==> config.mk <==
export PLATFORM = sky130hd
export DESIGN_NAME = nanov_serial_sequencer
export DESIGN_NICKNAME = d
export VERILOG_FILES = /design/src/rtl/nanov_seq_pkg.sv /design/src/rtl/nanov_deser.sv /design/src/rtl/nanov_serial_sequencer.sv
export SDC_FILE = /design/constraint.sdc
export NUM_CORES = 1
export LEC_CHECK = 0
export BUFFER_PORTS_ARGS = -buffer_cell sky130_fd_sc_hd__buf_2
export CAP_MARGIN = 20
export CELL_PAD_IN_SITES_DETAIL_PLACEMENT = 0
export CELL_PAD_IN_SITES_GLOBAL_PLACEMENT = 2
export CORE_ASPECT_RATIO = 0.6
export CORE_MARGIN = 1.5
export CORE_UTILIZATION = 32
export CTS_CLUSTER_SIZE = 14
export DETAILED_ROUTE_END_ITERATION = 12
export GPL_ROUTABILITY_DRIVEN = 0
export PLACE_DENSITY = 0.77
export SLEW_MARGIN = 10
export SYNTH_ARGS = -nofsm -noshare
export SYNTH_HDL_FRONTEND = slang
export SYNTH_SLANG_ARGS = --single-unit
==> constraint.sdc <==
create_clock -name clk -period 2.5 [get_ports clk]
set_input_delay 0.375 -clock clk [delete_from_list [all_inputs] [get_ports clk]]
set_output_delay 0.375 -clock clk [all_outputs]
set_load 0.01 [all_outputs]
==> src/rtl/nanov_seq_pkg.sv <==
// Shared types and helpers for the nanoV serial sequencer.
// Holds the FSM state encoding and the beat-counter width calculation.
package nanov_seq_pkg;

  typedef enum logic {
    IDLE = 1'b0,
    EXEC = 1'b1
  } seq_state_e;

  function automatic int count_width(input int xlen, input int bits_per_clk);
    return $clog2(xlen / bits_per_clk);
  endfunction

endpackage

==> src/rtl/nanov_deser.sv <==
// Deserialiser: collects LSB-first result digits into a word and
// publishes the word, with a one-clock valid pulse, on each last beat.
module nanov_deser
  import nanov_seq_pkg::*;
#(
  parameter int XLEN         = 32,
  parameter int BITS_PER_CLK = 1
) (
  input  logic                    clk,
  input  logic                    rstn,
  input  logic                    en,
  input  logic                    last_beat,
  input  logic [BITS_PER_CLK-1:0] data_in,
  output logic [XLEN-1:0]         data_word,
  output logic                    word_valid
);

  logic [XLEN-1:0] shift_q, shift_d;
  logic [XLEN-1:0] data_word_q, data_word_d;
  logic            word_valid_q, word_valid_d;

  always_comb begin
    shift_d      = shift_q;
    data_word_d  = data_word_q;
    word_valid_d = 1'b0;
    if (en) begin
      // New digit enters at the top; oldest digit falls off the bottom.
      shift_d = XLEN'({data_in, shift_q} >> BITS_PER_CLK);
      if (last_beat) begin
        data_word_d  = shift_d;
        word_valid_d = 1'b1;
      end
    end
  end

  always_ff @(posedge clk or negedge rstn) begin
    if (!rstn) begin
      shift_q      <= '0;
      data_word_q  <= '0;
      word_valid_q <= 1'b0;
    end else begin
      shift_q      <= shift_d;
      data_word_q  <= data_word_d;
      word_valid_q <= word_valid_d;
    end
  end

  assign data_word  = data_word_q;
  assign word_valid = word_valid_q;

endmodule

==> src/rtl/nanov_serial_sequencer.sv <==
// Instruction sequencer for digit-serial nanoV cores: issues instructions,
// drives beat/cycle indices, and deserialises the result stream.
module nanov_serial_sequencer
  import nanov_seq_pkg::*;
#(
  parameter int XLEN         = 32,
  parameter int BITS_PER_CLK = 1,
  parameter int CYC_W        = 3,
  localparam int COUNT_W     = count_width(XLEN, BITS_PER_CLK)
) (
  input  logic                    clk,
  input  logic                    rstn,
  input  logic [31:0]             instr_in,
  input  logic [CYC_W-1:0]        num_cycles_in,
  input  logic                    instr_valid,
  output logic                    instr_ready,
  input  logic                    stall,
  input  logic [BITS_PER_CLK-1:0] data_in,
  output logic [31:0]             instr,
  output logic [COUNT_W-1:0]      counter,
  output logic [CYC_W-1:0]        cycle,
  output logic                    first_beat,
  output logic                    last_beat,
  output logic                    busy,
  output logic [XLEN-1:0]         data_word,
  output logic                    word_valid
);

  seq_state_e         state_q, state_d;
  logic [31:0]        instr_q, instr_d;
  logic [CYC_W-1:0]   ncyc_q, ncyc_d;
  logic [COUNT_W-1:0] counter_q, counter_d;
  logic [CYC_W-1:0]   cycle_q, cycle_d;

  logic               busy_w;
  logic               last_beat_w;
  logic               last_cycle_w;
  logic [CYC_W-1:0]   final_cycle_w;
  logic               accept_w;
  logic               advance_w;

  assign busy_w        = (state_q == EXEC);
  assign last_beat_w   = busy_w && (counter_q == {COUNT_W{1'b1}});
  // A zero cycle count runs as a single cycle.
  assign final_cycle_w = (ncyc_q == '0) ? '0 : CYC_W'(ncyc_q - 1'b1);
  assign last_cycle_w  = (cycle_q == final_cycle_w);
  assign advance_w     = busy_w && !stall;
  // Ready depends only on state and stall, never on instr_valid.
  assign instr_ready   = !busy_w || (last_beat_w && last_cycle_w && !stall);
  assign accept_w      = instr_valid && instr_ready;

  always_comb begin
    state_d   = state_q;
    instr_d   = instr_q;
    ncyc_d    = ncyc_q;
    counter_d = counter_q;
    cycle_d   = cycle_q;
    if (accept_w) begin
      state_d   = EXEC;
      instr_d   = instr_in;
      ncyc_d    = num_cycles_in;
      counter_d = '0;
      cycle_d   = '0;
    end else if (advance_w) begin
      counter_d = counter_q + 1'b1;
      if (last_beat_w) begin
        if (last_cycle_w) begin
          state_d = IDLE;
          cycle_d = '0;
        end else begin
          cycle_d = cycle_q + 1'b1;
        end
      end
    end
  end

  always_ff @(posedge clk or negedge rstn) begin
    if (!rstn) begin
      state_q   <= IDLE;
      instr_q   <= '0;
      ncyc_q    <= '0;
      counter_q <= '0;
      cycle_q   <= '0;
    end else begin
      state_q   <= state_d;
      instr_q   <= instr_d;
      ncyc_q    <= ncyc_d;
      counter_q <= counter_d;
      cycle_q   <= cycle_d;
    end
  end

  nanov_deser #(
    .XLEN        (XLEN),
    .BITS_PER_CLK(BITS_PER_CLK)
  ) u_deser (
    .clk       (clk),
    .rstn      (rstn),
    .en        (advance_w),
    .last_beat (last_beat_w),
    .data_in   (data_in),
    .data_word (data_word),
    .word_valid(word_valid)
  );

  assign instr      = instr_q;
  assign counter    = counter_q;
  assign cycle      = cycle_q;
  assign busy       = busy_w;
  assign first_beat = busy_w && (counter_q == '0);
  assign last_beat  = last_beat_w;

endmodule
# == Yosys cells after proc, flatten, opt, wreduce, memory -nomap -nowiden ==
# Index checks and enable logic that the tools add are counted.
# word_totals
regBits,109
input_bits,40
# op_classes
n_addsub,3
eq_ne,2
mux,13
reduce_logical,17
# op_table
operator,n
3-bit 2-to-1 mux,5
5-bit 2-to-1 mux,2
1-bit logical AND,6
1-bit 2-to-1 mux,6
2-bit nonzero test,3
"5-bit by 1-bit adder with 5-bit output, second input constant",1
"5-bit equality test, second input constant",1
5-bit logical NOT,1
2-bit AND reduction,2
"3-bit by 1-bit adder with 3-bit output, second input constant",1
3-bit equality test,1
3-bit logical NOT,1
3-bit AND reduction,1
"3-bit by 1-bit subtractor with 3-bit output, second input constant",1
1-bit logical NOT,2
1-bit logical OR,1

# == Longest topological paths before layout ==
# logic_depth
word_depth,9
mapped_depth,8
ltp_nobuf,7

# == By module ==
# From an unflattened synthesis, not the netlist that was laid out.
# unflattened
cells_unflattened,282
area_unflattened_um2,4588.2
# modules_own_cells
mod,instances,cells_per_inst,area_each_um2,seq_area_each_um2
nanov_deser,1,136,2498.6,1601.5
nanov_serial_sequencer,1,146,2089.5,1101.1

# == Least setup slack after synthesis ==
# Ideal clock, no wire load.
# synth_path
kind,reg-to-reg
startpoint,reg ncyc_q[0]
endpoint,"reg instr_q[0], in the netlist instr[0]"
setup_time_ns,0.125
t_arrival_ns,1.954
slack_ns,0.421
path_stages_with_launch,9
period_less_slack_ns,2.079
cell_sequence,dfrtp_1 nor2_1 inv_1 ha_1 xnor2_1 nand3_2 o31ai_4 buf_6 mux2_2
# synth_between
elab_chain_len,7
elab_cells_between_ends,8
cone_classes,add/sub (1); eq/ne (1); mux (1); reduce/logical (5)
# synth_lines
item,line_no,text
"start, declared",nanov_serial_sequencer.sv:31,"logic [CYC_W-1:0] ncyc_q, ncyc_d;"
"start signal, assigned",nanov_serial_sequencer.sv:87,ncyc_q <= ncyc_d;
3-bit by 1-bit subtractor with 3-bit output / 3-bit logical NOT (equally long branches),nanov_serial_sequencer.sv:45,assign final_cycle_w = (ncyc_q == '0) ? '0 : CYC_W'(ncyc_q - 1'b1);
3-bit 2-to-1 mux (*),nanov_serial_sequencer.sv:45,
3-bit equality test (*),nanov_serial_sequencer.sv:46,assign last_cycle_w = (cycle_q == final_cycle_w);
1-bit logical AND (*) (2 in a row),nanov_serial_sequencer.sv:49,assign instr_ready = !busy_w || (last_beat_w && last_cycle_w && !stall);
1-bit logical OR (*),nanov_serial_sequencer.sv:49,
1-bit logical AND (*),nanov_serial_sequencer.sv:50,assign accept_w = instr_valid && instr_ready;
"end signal, assigned",nanov_serial_sequencer.sv:86,instr_q <= instr_d;
"end, declared",nanov_serial_sequencer.sv:30,"logic [31:0] instr_q, instr_d;"
# Every way passes the cells marked *; elsewhere a longest branch is shown, timed or not.
# A chain may end at the register's enable or synchronous reset.

# == Final worst setup path ==
# layout_path
startpoint,reg ncyc_q[1]
endpoint,out instr_ready
# layout_between
elab_chain_len,6
elab_cells_between_ends,7
cone_classes,add/sub (1); eq/ne (1); mux (1); reduce/logical (4)
# layout_lines
item,line_no,text
3-bit by 1-bit subtractor with 3-bit output / 3-bit logical NOT (equally long branches),nanov_serial_sequencer.sv:45,
3-bit 2-to-1 mux (*),nanov_serial_sequencer.sv:45,
3-bit equality test (*),nanov_serial_sequencer.sv:46,
1-bit logical AND (*) (2 in a row),nanov_serial_sequencer.sv:49,
1-bit logical OR (*),nanov_serial_sequencer.sv:49,
"end, declared",nanov_serial_sequencer.sv:16,"output logic instr_ready,"
# Marked as above.

==> metrics.md <==
| Metric | Value |
|---|---|
| Status | finished with violations |
| Failing checks | DRC |
| CTS tree | yes |
| Top-area cell type share of the netlist area | 62.4% |
| I/O pin total | 117 |
| Mapped Cells | 413 |
| Final hold viol count | 0 |
| Ys async rst share | 100% |
| Vias in the first global route | 3163 |
| Area grow syn2layout | 27.1% |
| Peak Freq | 422 MHz |
| Rows | 32 |
| Relative slew slack | 55.1% |
| Sink Count | 108 |
| Final Util | 42.3% |
| Power Density | 793 nW/µm² |
| Fin crit share | 94.9% |
| Total grt overflow | 0 |
| WS Path Type | flop to primary output |
| Core box area | 13000 µm² |
| Clock buffer depth | 2 |
| DRC Markers | 11 |
| Number of antenna diodes | 0 |
| Post-Syn Nets | 459 |
| Placed Cells | 690 |
| Synthesized flop and latch total | 108 |
| Max-slew violation total from the final report | 0 |
| Vias | 3136 |
| Yosys top cell by area | dfrtp_1 |
| Clk root buf | clkbuf_16 |
| First-pass GRT wire length | 16000 µm |
| DRT Wirelength | 9470 µm |
| Peak VDD IR | 0.339 mV |
| Cts bufs inserted | 9 |
| Dpl hpwl | 6440 µm |
| Number of synthesized flops with an enable pin | 0 |
| Number of distinct library cells after synthesis | 37 |
| Area occupied by multi-input gates | 1540 µm² |
| Initial core utilization | 33.3% |
| Setup crit start kind | flop |
| CP required | 2.12 ns |
| Die Area | 14300 µm² |
| Data arrival, critical path | 2.00 ns |
| Die Span X | 153 µm |
| Register area | 2710 µm² |
| Worst-Skew Late Latency | 0.34 ns |
| Crit. Startpoint | ncyc_q[1] |
| DRT Pass-1 Iters | 8 |
| Most frequent cell after synthesis | nand2_1 |
| Final worst slack | 0.128 ns |
| Initial antenna violation count | 0 |
| Drt initial violations | 111 |
| YS warnings | 0 |
| Avg Cell Area, Syn | 10.5 µm² |
| Layout fillers | 1258 |
| Largest net degree at the start of global routing | 53 |
| Top post-synthesis cells by area | dfrtp_1 (62%), nand2_1 (17%), mux2_2 (8.6%) |
| Commonest cells in the netlist | nand2_1 (197), dfrtp_1 (108), mux2_2 (33) |
| Worst R2R Path Depth | 9 |
| Max Cap Violations | 0 |
| Synthesized area | 4330 µm² |
| Seq/Total Area, Yosys | 62.4% |
| Post-Layout Cell Count | 710 |
| Ys flop type | dfrtp_1 |
| Port bufs | 116 |
| Layout cells sized above 1 | 34.8% |
| Final setup violation count | 0 |
| Critical Path End Type | primary output |
| Minimum clock period | 2.37 ns |
| Leakage Power | 3.07 nW |
| GRT Util Overall | 14.2% |
| H-tree levels | 3 |
| Vias per std cell | 4.42 |
| Die height | 93.1 µm |
| Final Net Count | 581 |
| WL per Instance | 13.3 µm |
| R2R Path Start | ncyc_q[1] |
| Worst slack, placed | 0.226 ns |
| Fin Clk Skew | 0.00784 ns |
| Routed Antenna Nets | 0 |
| Worst Tran Pin Value | 0.674 ns |
| Crit path max fanout | 5 |
| Tightest Hold Check Type | input port to asynchronous set/reset pin |
| Clk slew on worst S/H paths | 0.07 ns |
## sequential cells by signal, summed over array words and instances, names as in the netlist
signal              flops
u_deser.shift_q        31
u_deser.word_valid      1
busy                    1
u_deser.data_word      32
counter                 5
cycle                   3
ncyc_q                  3
instr                  32
## metal layers
metal,track usage (%),wire (µm)
met5,0,0
met4,3.84,105
met3,4.17,492
met2,20.6,3920
met1,20.4,4950
## critical path, cell delays in order (launching register included)
cell and delay (ns):
dfrtp_2 0.45, nor2_4 0.12, inv_1 0.05, ha_1 0.20, xnor2_2 0.16, nand3_2 0.12, o41ai_4 0.36, buf_2 0.19
## final timing paths
kind                                          to  slack (ns)
min                                    instr[10]        0.07
max in group asynchronous              ncyc_q[0]        1.70
max                                  instr_ready        0.13
min reg2reg                 u_deser.data_word[6]        0.47
min in group clk           u_deser.data_word[31]        0.25
max reg2reg                             instr[3]        0.21
## what timing repair did
| action | CTS | global route |
|---|---|---|
| setup buffers | 1 | 3 |
| pin swaps | 1 | 3 |
| setup endpoints to repair | 1 | 36 |
| gates cloned | 0 | 0 |
| hold buffers | 0 | 0 |
| resized for setup | 2 | 6 |
## cell type report
type | count | area share (%)
multi-input combinational | 279 | 28.0
timing repair buffer | 130 | 13.0
clock inverter | 5 | 1.11
tap | 170 | 3.87
sequential | 108 | 49.2
inverter | 7 | 0.478
clock buffer | 11 | 4.41
## per-stage QoR
step / total power [mW] / TNS (ns) / cell area [µm²] / hold slack, ns
after floorplan: 2.57 / 0 / 4330 / 0.0794
after global placement: 2.90 / 0 / 5130 / 0.453
after detailed placement: 2.92 / 0 / 5130 / 0.459
after CTS: 4.41 / 0 / 5460 / 0.0845
after global routing: 4.61 / -0.00967 / 5500 / 0.113
final: 4.36 / 0 / 5500 / 0.0662
## where the power goes
part / internal, mW / switching (mW) / leakage, nW
registers: 1.98 / 0.194 / 1.42
clock network: 0.807 / 0.639 / 0.138
logic: 0.339 / 0.401 / 1.51
total: 3.13 / 1.23 / 3.07
## cell usage in the layout, fill, tap and decap left out, types with 2 or more instances in the layout
cell type / Yosys / layout
nand2_1: 197 / 197
buf_2: 1 / 115
dfrtp_1: 108 / 106
mux2_2: 33 / 33
buf_4: 0 / 13
clkbuf_16: 0 / 9
inv_1: 6 / 6
ha_1: 6 / 6
nor2_1: 5 / 4
nand3_1: 3 / 3
and3_1: 3 / 3
a21oi_1: 3 / 3
clkinvlp_4: 0 / 3
mux2_1: 2 / 2
xor2_1: 2 / 2
nand2b_1: 2 / 2
dfrtp_2: 0 / 2
buf_12: 0 / 2
## kinds of logic (layout without fill, tap and decap cells)
logic type,after synthesis,count (layout),share of synthesized area [%]
buf+inv,26,153,2.98
xor+xnor,4,4,0.809
fa+ha+maj,6,6,1.73
simple gates,221,221,20.5
flops,108,108,62.4
compound gates,13,13,2.46
mux,35,35,9.10
Power figures use the tool's default switching activity.
